<file path="config.mk">
export PLATFORM = sky130hd
export DESIGN_NAME = mem_copy_dma
export DESIGN_NICKNAME = d
export VERILOG_FILES = /design/src/rtl/mem_copy_dma_pkg.sv /design/src/rtl/mem_copy_dma.sv
export SDC_FILE = /design/constraint.sdc
export NUM_CORES = 1
export LEC_CHECK = 0
export BUFFER_PORTS_ARGS = -buffer_cell sky130_fd_sc_hd__buf_2
export CORE_ASPECT_RATIO = 0.7
export CORE_MARGIN = 1
export CORE_UTILIZATION = 28
export CTS_BUF_LIST = sky130_fd_sc_hd__clkbuf_4 sky130_fd_sc_hd__clkbuf_8
export CTS_CLUSTER_DIAMETER = 120
export DETAILED_ROUTE_END_ITERATION = 6
export PLACE_DENSITY = 0.57
export SLEW_MARGIN = 20
export SYNTH_ARGS = -nofsm -noshare
export SYNTH_HDL_FRONTEND = slang
export SYNTH_SLANG_ARGS = --single-unit
export TNS_END_PERCENT = 20
</file>
<file path="constraint.sdc">
create_clock -name clk -period 10.8 [get_ports clk]
set_clock_uncertainty 0.1 [all_clocks]
set_input_delay 0.54 -clock clk [delete_from_list [all_inputs] [get_ports clk]]
set_output_delay 0.54 -clock clk [all_outputs]
set_load 0.01 [all_outputs]
</file>
<file path="src/rtl/mem_copy_dma_pkg.sv">
// Shared definitions for the mem_copy_dma word-copy engine: FSM encoding,
// bus constants and the word-alignment helper.
package mem_copy_dma_pkg;

  typedef enum logic [2:0] {
    ST_IDLE   = 3'd0,
    ST_RD_REQ = 3'd1,
    ST_RD_RSP = 3'd2,
    ST_WR_REQ = 3'd3,
    ST_WR_RSP = 3'd4,
    ST_DONE   = 3'd5
  } state_t;

  localparam logic [3:0]  SEL_WORD  = 4'hF;
  localparam logic [31:0] ADDR_STEP = 32'd4;

  function automatic logic [31:0] word_align(input logic [31:0] a);
    return {a[31:2], 2'b00};
  endfunction

endpackage

</file>
<file path="src/rtl/mem_copy_dma.sv">
// Single-channel word-copy DMA master on the valid/ready memory bus.
// Optional sticky completion interrupt: define MEM_COPY_DMA_IRQ_EN.
module mem_copy_dma
  import mem_copy_dma_pkg::*;
#(
  parameter int unsigned LEN_W = 16
) (
  input  logic             clk,
  input  logic             rst,
  input  logic             start_i,
  input  logic [31:0]      src_addr_i,
  input  logic [31:0]      dst_addr_i,
  input  logic [LEN_W-1:0] len_i,
  output logic             busy_o,
  output logic             done_o,
  output logic             irq_o,
  output logic [31:0]      addr_o,
  output logic [31:0]      data_o,
  output logic [3:0]       sel_o,
  output logic             we_o,
  output logic             req_valid_o,
  input  logic             req_ready_i,
  input  logic [31:0]      data_i,
  input  logic             rsp_valid_i,
  output logic             rsp_ready_o
);

  state_t           state;
  logic [31:0]      src;
  logic [31:0]      dst;
  logic [LEN_W-1:0] len;
  logic [LEN_W-1:0] cnt;
  logic [LEN_W-1:0] cnt_nxt;

  logic unused_addr_bits;
  assign unused_addr_bits = ^{src_addr_i[1:0], dst_addr_i[1:0]};

  always_comb begin
    cnt_nxt = cnt + LEN_W'(1);
  end

  // Outputs are loaded together with the state transition so each one is a
  // registered decode of the state being entered; data_o doubles as the word buffer.
  always_ff @(posedge clk or posedge rst) begin
    if (rst) begin
      state       <= ST_IDLE;
      src         <= '0;
      dst         <= '0;
      len         <= '0;
      cnt         <= '0;
      busy_o      <= 1'b0;
      done_o      <= 1'b0;
      addr_o      <= '0;
      data_o      <= '0;
      sel_o       <= '0;
      we_o        <= 1'b0;
      req_valid_o <= 1'b0;
      rsp_ready_o <= 1'b0;
    end else begin
      done_o <= 1'b0;
      case (state)
        ST_IDLE: begin
          if (start_i) begin
            src    <= word_align(src_addr_i);
            dst    <= word_align(dst_addr_i);
            len    <= len_i;
            cnt    <= '0;
            busy_o <= 1'b1;
            if (len_i == '0) begin
              state  <= ST_DONE;
              done_o <= 1'b1;
            end else begin
              state       <= ST_RD_REQ;
              req_valid_o <= 1'b1;
              we_o        <= 1'b0;
              sel_o       <= '0;
              addr_o      <= word_align(src_addr_i);
            end
          end
        end
        ST_RD_REQ: begin
          if (req_ready_i) begin
            state       <= ST_RD_RSP;
            req_valid_o <= 1'b0;
            rsp_ready_o <= 1'b1;
          end
        end
        ST_RD_RSP: begin
          if (rsp_valid_i) begin
            state       <= ST_WR_REQ;
            rsp_ready_o <= 1'b0;
            req_valid_o <= 1'b1;
            we_o        <= 1'b1;
            sel_o       <= SEL_WORD;
            addr_o      <= dst;
            data_o      <= data_i;
          end
        end
        ST_WR_REQ: begin
          if (req_ready_i) begin
            state       <= ST_WR_RSP;
            req_valid_o <= 1'b0;
            we_o        <= 1'b0;
            sel_o       <= '0;
            rsp_ready_o <= 1'b1;
          end
        end
        ST_WR_RSP: begin
          if (rsp_valid_i) begin
            cnt         <= cnt_nxt;
            src         <= src + ADDR_STEP;
            dst         <= dst + ADDR_STEP;
            rsp_ready_o <= 1'b0;
            if (cnt_nxt == len) begin
              state  <= ST_DONE;
              done_o <= 1'b1;
            end else begin
              state       <= ST_RD_REQ;
              req_valid_o <= 1'b1;
              addr_o      <= src + ADDR_STEP;
            end
          end
        end
        ST_DONE: begin
          state  <= ST_IDLE;
          busy_o <= 1'b0;
        end
        default: begin
          state       <= ST_IDLE;
          busy_o      <= 1'b0;
          req_valid_o <= 1'b0;
          rsp_ready_o <= 1'b0;
          we_o        <= 1'b0;
          sel_o       <= '0;
        end
      endcase
    end
  end

`ifdef MEM_COPY_DMA_IRQ_EN
  logic done_set;

  // Mirrors the two FSM paths that load done_o, so irq_o rises on the DONE cycle.
  always_comb begin
    done_set = ((state == ST_IDLE) && start_i && (len_i == '0)) ||
               ((state == ST_WR_RSP) && rsp_valid_i && (cnt_nxt == len));
  end

  always_ff @(posedge clk or posedge rst) begin
    if (rst) begin
      irq_o <= 1'b0;
    end else if ((state == ST_IDLE) && start_i) begin
      irq_o <= done_set;
    end else if (done_set) begin
      irq_o <= 1'b1;
    end
  end
`else
  assign irq_o = 1'b0;
`endif

endmodule

</file>
; ---- Word-level counts from Yosys, hierarchy flattened
; Cells that the tools add are included.
[totals]
ff_bits = 172
word_cells = 101
[op_classes]
bitwise_logic = 4
mux = 48
reduce_logical = 18
addsub = 3
n_eq_ne = 15
[op_table]
columns = operator, n
row1 = $mux 32, 9
row2 = $pmux 32 s2, 2
row3 = $pmux 32 s3, 1
row4 = $add 32x3->32 const B, 2
row5 = $mux 16, 2
row6 = $pmux 16 s2, 1
row7 = $mux 3, 7
row8 = $add 16x1->16 const B, 1
row9 = $eq 16x16->1, 1
row10 = $logic_not 16->1, 1
row11 = $mux 4, 4
row12 = $pmux 4 s4, 1
row13 = $mux 1, 15
row14 = $pmux 3 s5, 1
row15 = $ne 2x2->1 const B, 7
row16 = $reduce_and 5->1, 2
row17 = $reduce_and 7->1, 1
row18 = $eq 3x2->1 const B, 2
row19 = $eq 3x3->1 const B, 2
row20 = $reduce_and 2->1, 3
row21 = $reduce_and 3->1, 2
row22 = $reduce_and 6->1, 1
row23 = $reduce_or 2->1, 3
row24 = $pmux 1 s5, 1
row25 = other kinds (11), 16

; ---- Depth between registers and ports, before layout
[depth]
ltp_word = 5
mapped_depth = 10

; ---- Worst setup path after synthesis
; No wires, ideal clock.
[synth_path]
kind = register to register
start = register cnt[0]
end = register addr_o[10]
arrival_time_ns = 2.555
setup_slack_ns = 8.020
path_buffers = 3
t_required_ns = 10.575
stages_incl_launch_ff = 11
setup_ns = 0.125
path_cell_list = dfrtp_1 -> ha_1 -> buf_2 -> and2_1 -> buf_6 -> and3_4 -> mux2_4 -> nor4b_4 -> a31o_4 -> buf_12 -> mux2_4
[synth_between]
elab_chain_len = 4
[synth_lines]
columns = item, line
row1 = start: declaration, mem_copy_dma.sv:32  ; logic [LEN_W-1:0] cnt;
row2 = start signal: assignment, mem_copy_dma.sv:110  ; cnt <= cnt_nxt;
row3 = $add 16x1->16, mem_copy_dma.sv:39  ; cnt_nxt = cnt + LEN_W'(1);
row4 = $eq 16x16->1, mem_copy_dma.sv:114  ; if (cnt_nxt == len) begin
row5 = $ne 2x2->1 (no line), --
row6 = $reduce_and 6->1 (no line), --
row7 = end signal: assignment, mem_copy_dma.sv:77  ; addr_o <= word_align(src_addr_i);
row8 = end signal: assignment, mem_copy_dma.sv:95  ; addr_o <= dst;
row9 = end signal: assignment, mem_copy_dma.sv:120  ; addr_o <= src + ADDR_STEP;
row10 = end: declaration, mem_copy_dma.sv:17  ; output logic [31:0] addr_o,
; Every way passes these cells.
; A chain may end at the register's enable or synchronous reset.

; ---- Final worst setup path
[layout_path]
start = register state[1]
end = register addr_o[29]
[layout_between]
elab_chain_len = 3
[layout_lines]
columns = item, line
row1 = start: declaration, mem_copy_dma.sv:28  ; state_t state;
row2 = start signal: assignment, mem_copy_dma.sv:46  ; state <= ST_IDLE;
row3 = start signal: assignment, mem_copy_dma.sv:70  ; state <= ST_DONE;
row4 = start signal: assignment, mem_copy_dma.sv:73  ; state <= ST_RD_REQ;
row5 = "$eq 3x3->1, or another cell as far along", mem_copy_dma.sv:61  ; case (state)
row6 = $ne 2x2->1 (no line) or $reduce_bool 3->1 (tied branches), --
row7 = $reduce_and 6->1 (no line), --
; Several ways; a longest one is shown, not always the timed one.

==> results.toml <==
[run_status]
status = "completed"

[critical_path]
critPathArrivalTime_ns = 3.96
cpPeakStageDelay_ns = 0.73
cp_max_fo = 100
endpoint_kind = "register"
worst_path_max_delay_cell = "buf_4"
crit_family = "simple AND/OR/NAND/NOR gates"
critPathKind = "reg2reg"
cp.buffers_inverters = 2
cp.required_ns = 11.07
worst_setup_path_start_kind = "register"
path_common_cell = "buf_4"
critical_path.cell_chain = "nor2_1 > and2_4 > buf_4 > nor2_2 > buf_4 > a22oi_1 > o21ai_0 > mux2_4"

[clock_tree]
clockBufferDepth = 2
insertion_delay_ns = 0.49
ctsHtreeMaxLevel = 4
tritoncts.num_buffers = 17
path_clk_slew_ns = 0.10
postCtsSetupBuffers = 0
cts_resized = 0
cts_tree = "yes"
postCtsHoldBufs = 0
clkSinkCount = 163
cts-root-buf = "clkbuf_8"

[logic_synthesis]
syn_avg_cell_area_um2 = 9.438
synth_simple_gate_area_share_pct = 15.81
synth_top_family_by_area = "compound AO/OA/AOI/OAI gates"
synth_edf_count = 0
syn_nets = 1100
synth_fa_ha_area_share_pct = 0.5141
yosysSeqAreaShare_pct = 44.10
async_flop_share_pct = 100.0
synthDistinctLibCells = 64
synth_compound_area_share_pct = 18.98
synth_most_common_cell = "dfrtp_1"
ys_ff_latch = 163
synthTopCellsByArea = "dfrtp_1, mux2_2, o21ai_0, mux2_4, a21oi_1"
synthFlopType = "dfrtp_1"
synthesis.area_um2 = 9249
synth.top_cell.area_share_pct = 44.10
yosys-top-cells-count = "dfrtp_1, o21ai_0, a21oi_1, nor2_1, nand2_1"
yosys.area.top_type = "dfrtp_1"
synth_mux_area_share_pct = 11.35
ys_warn_count = 0
synth_xor_area_share_pct = 4.640
postSynthCellCount = 980

[detailed_routing]
top_layer = "met5"
viasPerCell = 5.132
wl_met1_mm = 13.18
drc = 0
vias = 8021
drt-pass1-iter-count = 5
wl_met2_mm = 11.53
drtIter0Drc = 713
ant_nets = 0
wirelength_mm = 27.08
wire_per_inst_um = 17.32
route.met3.wl_mm = 1.962

[sta]
min_period_ns = 3.687
slew_violations = 0
finalHoldViolations = 0
finalCritPeriodShare_pct = 34.14
setup_violations = 0
tightest_slew_ns = 0.9879
relSlewSlack_pct = 34.14
fin_tns_setup_ns = 0
fmax_mhz = 271.3
rsz0062_at_grt = "no"

[place]
postPlaceCellArea_um2 = 10440
hpwl_mm = 18.42
io_buffers = 185
finalWeightedCongestion = 0.8353

[floorplanning]
die_y_um = 154.1
die_area_um2 = 33770
die_x_um = 219.2
io_pins = 191
initial_utilization_pct = 28.54
coreArea_um2 = 32410
rows = 55

[cells_and_area]
multi_input_area_um2 = 4777
drive_above_1_share_pct = 28.67
fill_cells = 3345
nets = 1238
seq_area_um2 = 4079
finalInstanceArea_um2 = 10880
syn2layout_area_growth_pct = 17.63

[grt]
antenna_found_initial = 8
grt_max_degree = 101
grt_pass1_wl_mm = 42.90
grt_pass1_vias = 7689
grtUsageTotal_pct = 16.38
grt_overflow_total = 0

[power]
leakagePower_nw = 4.707
power_density_nw_per_um2 = 269.1
ir_drop_v = 0.0001032

[job]
drv_cap = 0

[worst_hold_path]
hold_path_class = "in2async"
cell type report:
cell class | count | area share [%]
repair buffers | 195 | 9.201
clock buffers | 18 | 2.277
flip-flops and latches | 163 | 37.49
well taps | 427 | 4.911
diodes | 6 | 0.1380
multi-input cells | 729 | 43.91
clock inverters | 13 | 1.610
inverters | 12 | 0.4600
final timing paths:
kind                         endpoint         from  slack (ns)  cells after the start
max                        addr_o[29]     state[1]        7.11                      8
min                        data_o[14]          rst        0.15                      2
max reg2reg                addr_o[29]     state[1]        7.11                      8
min reg2reg                 data_o[8]    data_o[8]        0.41                      1
max in group asynchronous     src[15]          rst        8.98                      3
min in group clk             state[0]  req_ready_i        0.17                      2
cell families after synthesis:
logic type	count (synthesis)
buffers and inverters	88
and+or+nand+nor	296
adders and majority gates	4
xor gates and xnor gates	49
muxes	84
DFF	163
other	1
AOI/OAI and AO/OA	295
sequential cells by signal (all words and copies together) (netlist names):
| register | cells |
|---|---|
| req_valid_o | 1 |
| src | 30 |
| len | 16 |
| rsp_ready_o | 1 |
| cnt | 16 |
| dst | 30 |
| sel_o | 1 |
| addr_o | 31 |
| data_o | 32 |
| state | 3 |
| busy_o | 1 |
| done_o | 1 |
per-stage QoR:
| stage | setup slack [ns] | utilization, % | total power, mW | instances | hold slack [ns] |
|---|---|---|---|---|---|
| after floorplan | 5.755 | - | 2.047 | 980 | 0.3669 |
| after global placement | 7.137 | 32.21 | 2.411 | 1526 | 0.3838 |
| after detailed placement | 7.117 | 32.21 | 2.441 | 1526 | 0.3900 |
| after CTS | 7.103 | 33.52 | 2.951 | 1557 | 0.1186 |
| after global routing | 6.904 | 33.53 | 3.154 | 1558 | 0.1185 |
| final | 7.113 | 33.56 | 2.927 | 1563 | 0.1517 |
where the power goes:
part | internal (mW) | switching, mW
Clock | 0.238 | 0.260
Combinational | 0.609 | 0.653
Sequential | 0.887 | 0.281
Total | 1.73 | 1.19
cell usage in the layout (no fill, tap or decap), types with 3 or more instances in the layout:
| cell | count |
|---|---|
| inv_1 | 11 |
| nand3_1 | 41 |
| buf_2 | 185 |
| diode_2 | 6 |
| nor2_1 | 81 |
| o21ai_0 | 103 |
| o31ai_1 | 6 |
| nor3_1 | 15 |
| a22o_1 | 3 |
| and4_1 | 10 |
| o22ai_1 | 22 |
| or3_1 | 3 |
| o32ai_1 | 3 |
| and3_1 | 19 |
| clkinvlp_4 | 4 |
| mux2_4 | 29 |
| a21oi_1 | 85 |
| xor2_1 | 20 |
| a221o_1 | 3 |
| ha_1 | 3 |
| buf_4 | 10 |
| and2_1 | 8 |
| mux2i_1 | 4 |
| clkbuf_8 | 18 |
| nor4_1 | 7 |
| nand2_1 | 78 |
| a31oi_1 | 10 |
| xnor2_1 | 29 |
| nand2b_1 | 8 |
| inv_6 | 4 |
| a311oi_1 | 3 |
| mux2_2 | 51 |
| bufinv_16 | 3 |
| nand4_1 | 9 |
| dfrtp_1 | 163 |
| a22oi_1 | 33 |
| o22a_1 | 5 |
layer usage:
metal  GRT usage [%]  vias up
met4           4.497        4
met5               0        -
met2           23.84      258
met3           5.638       23
met1           22.83     3907
li1                -     3829
Note: power is estimated with default switching activity, not from simulation.
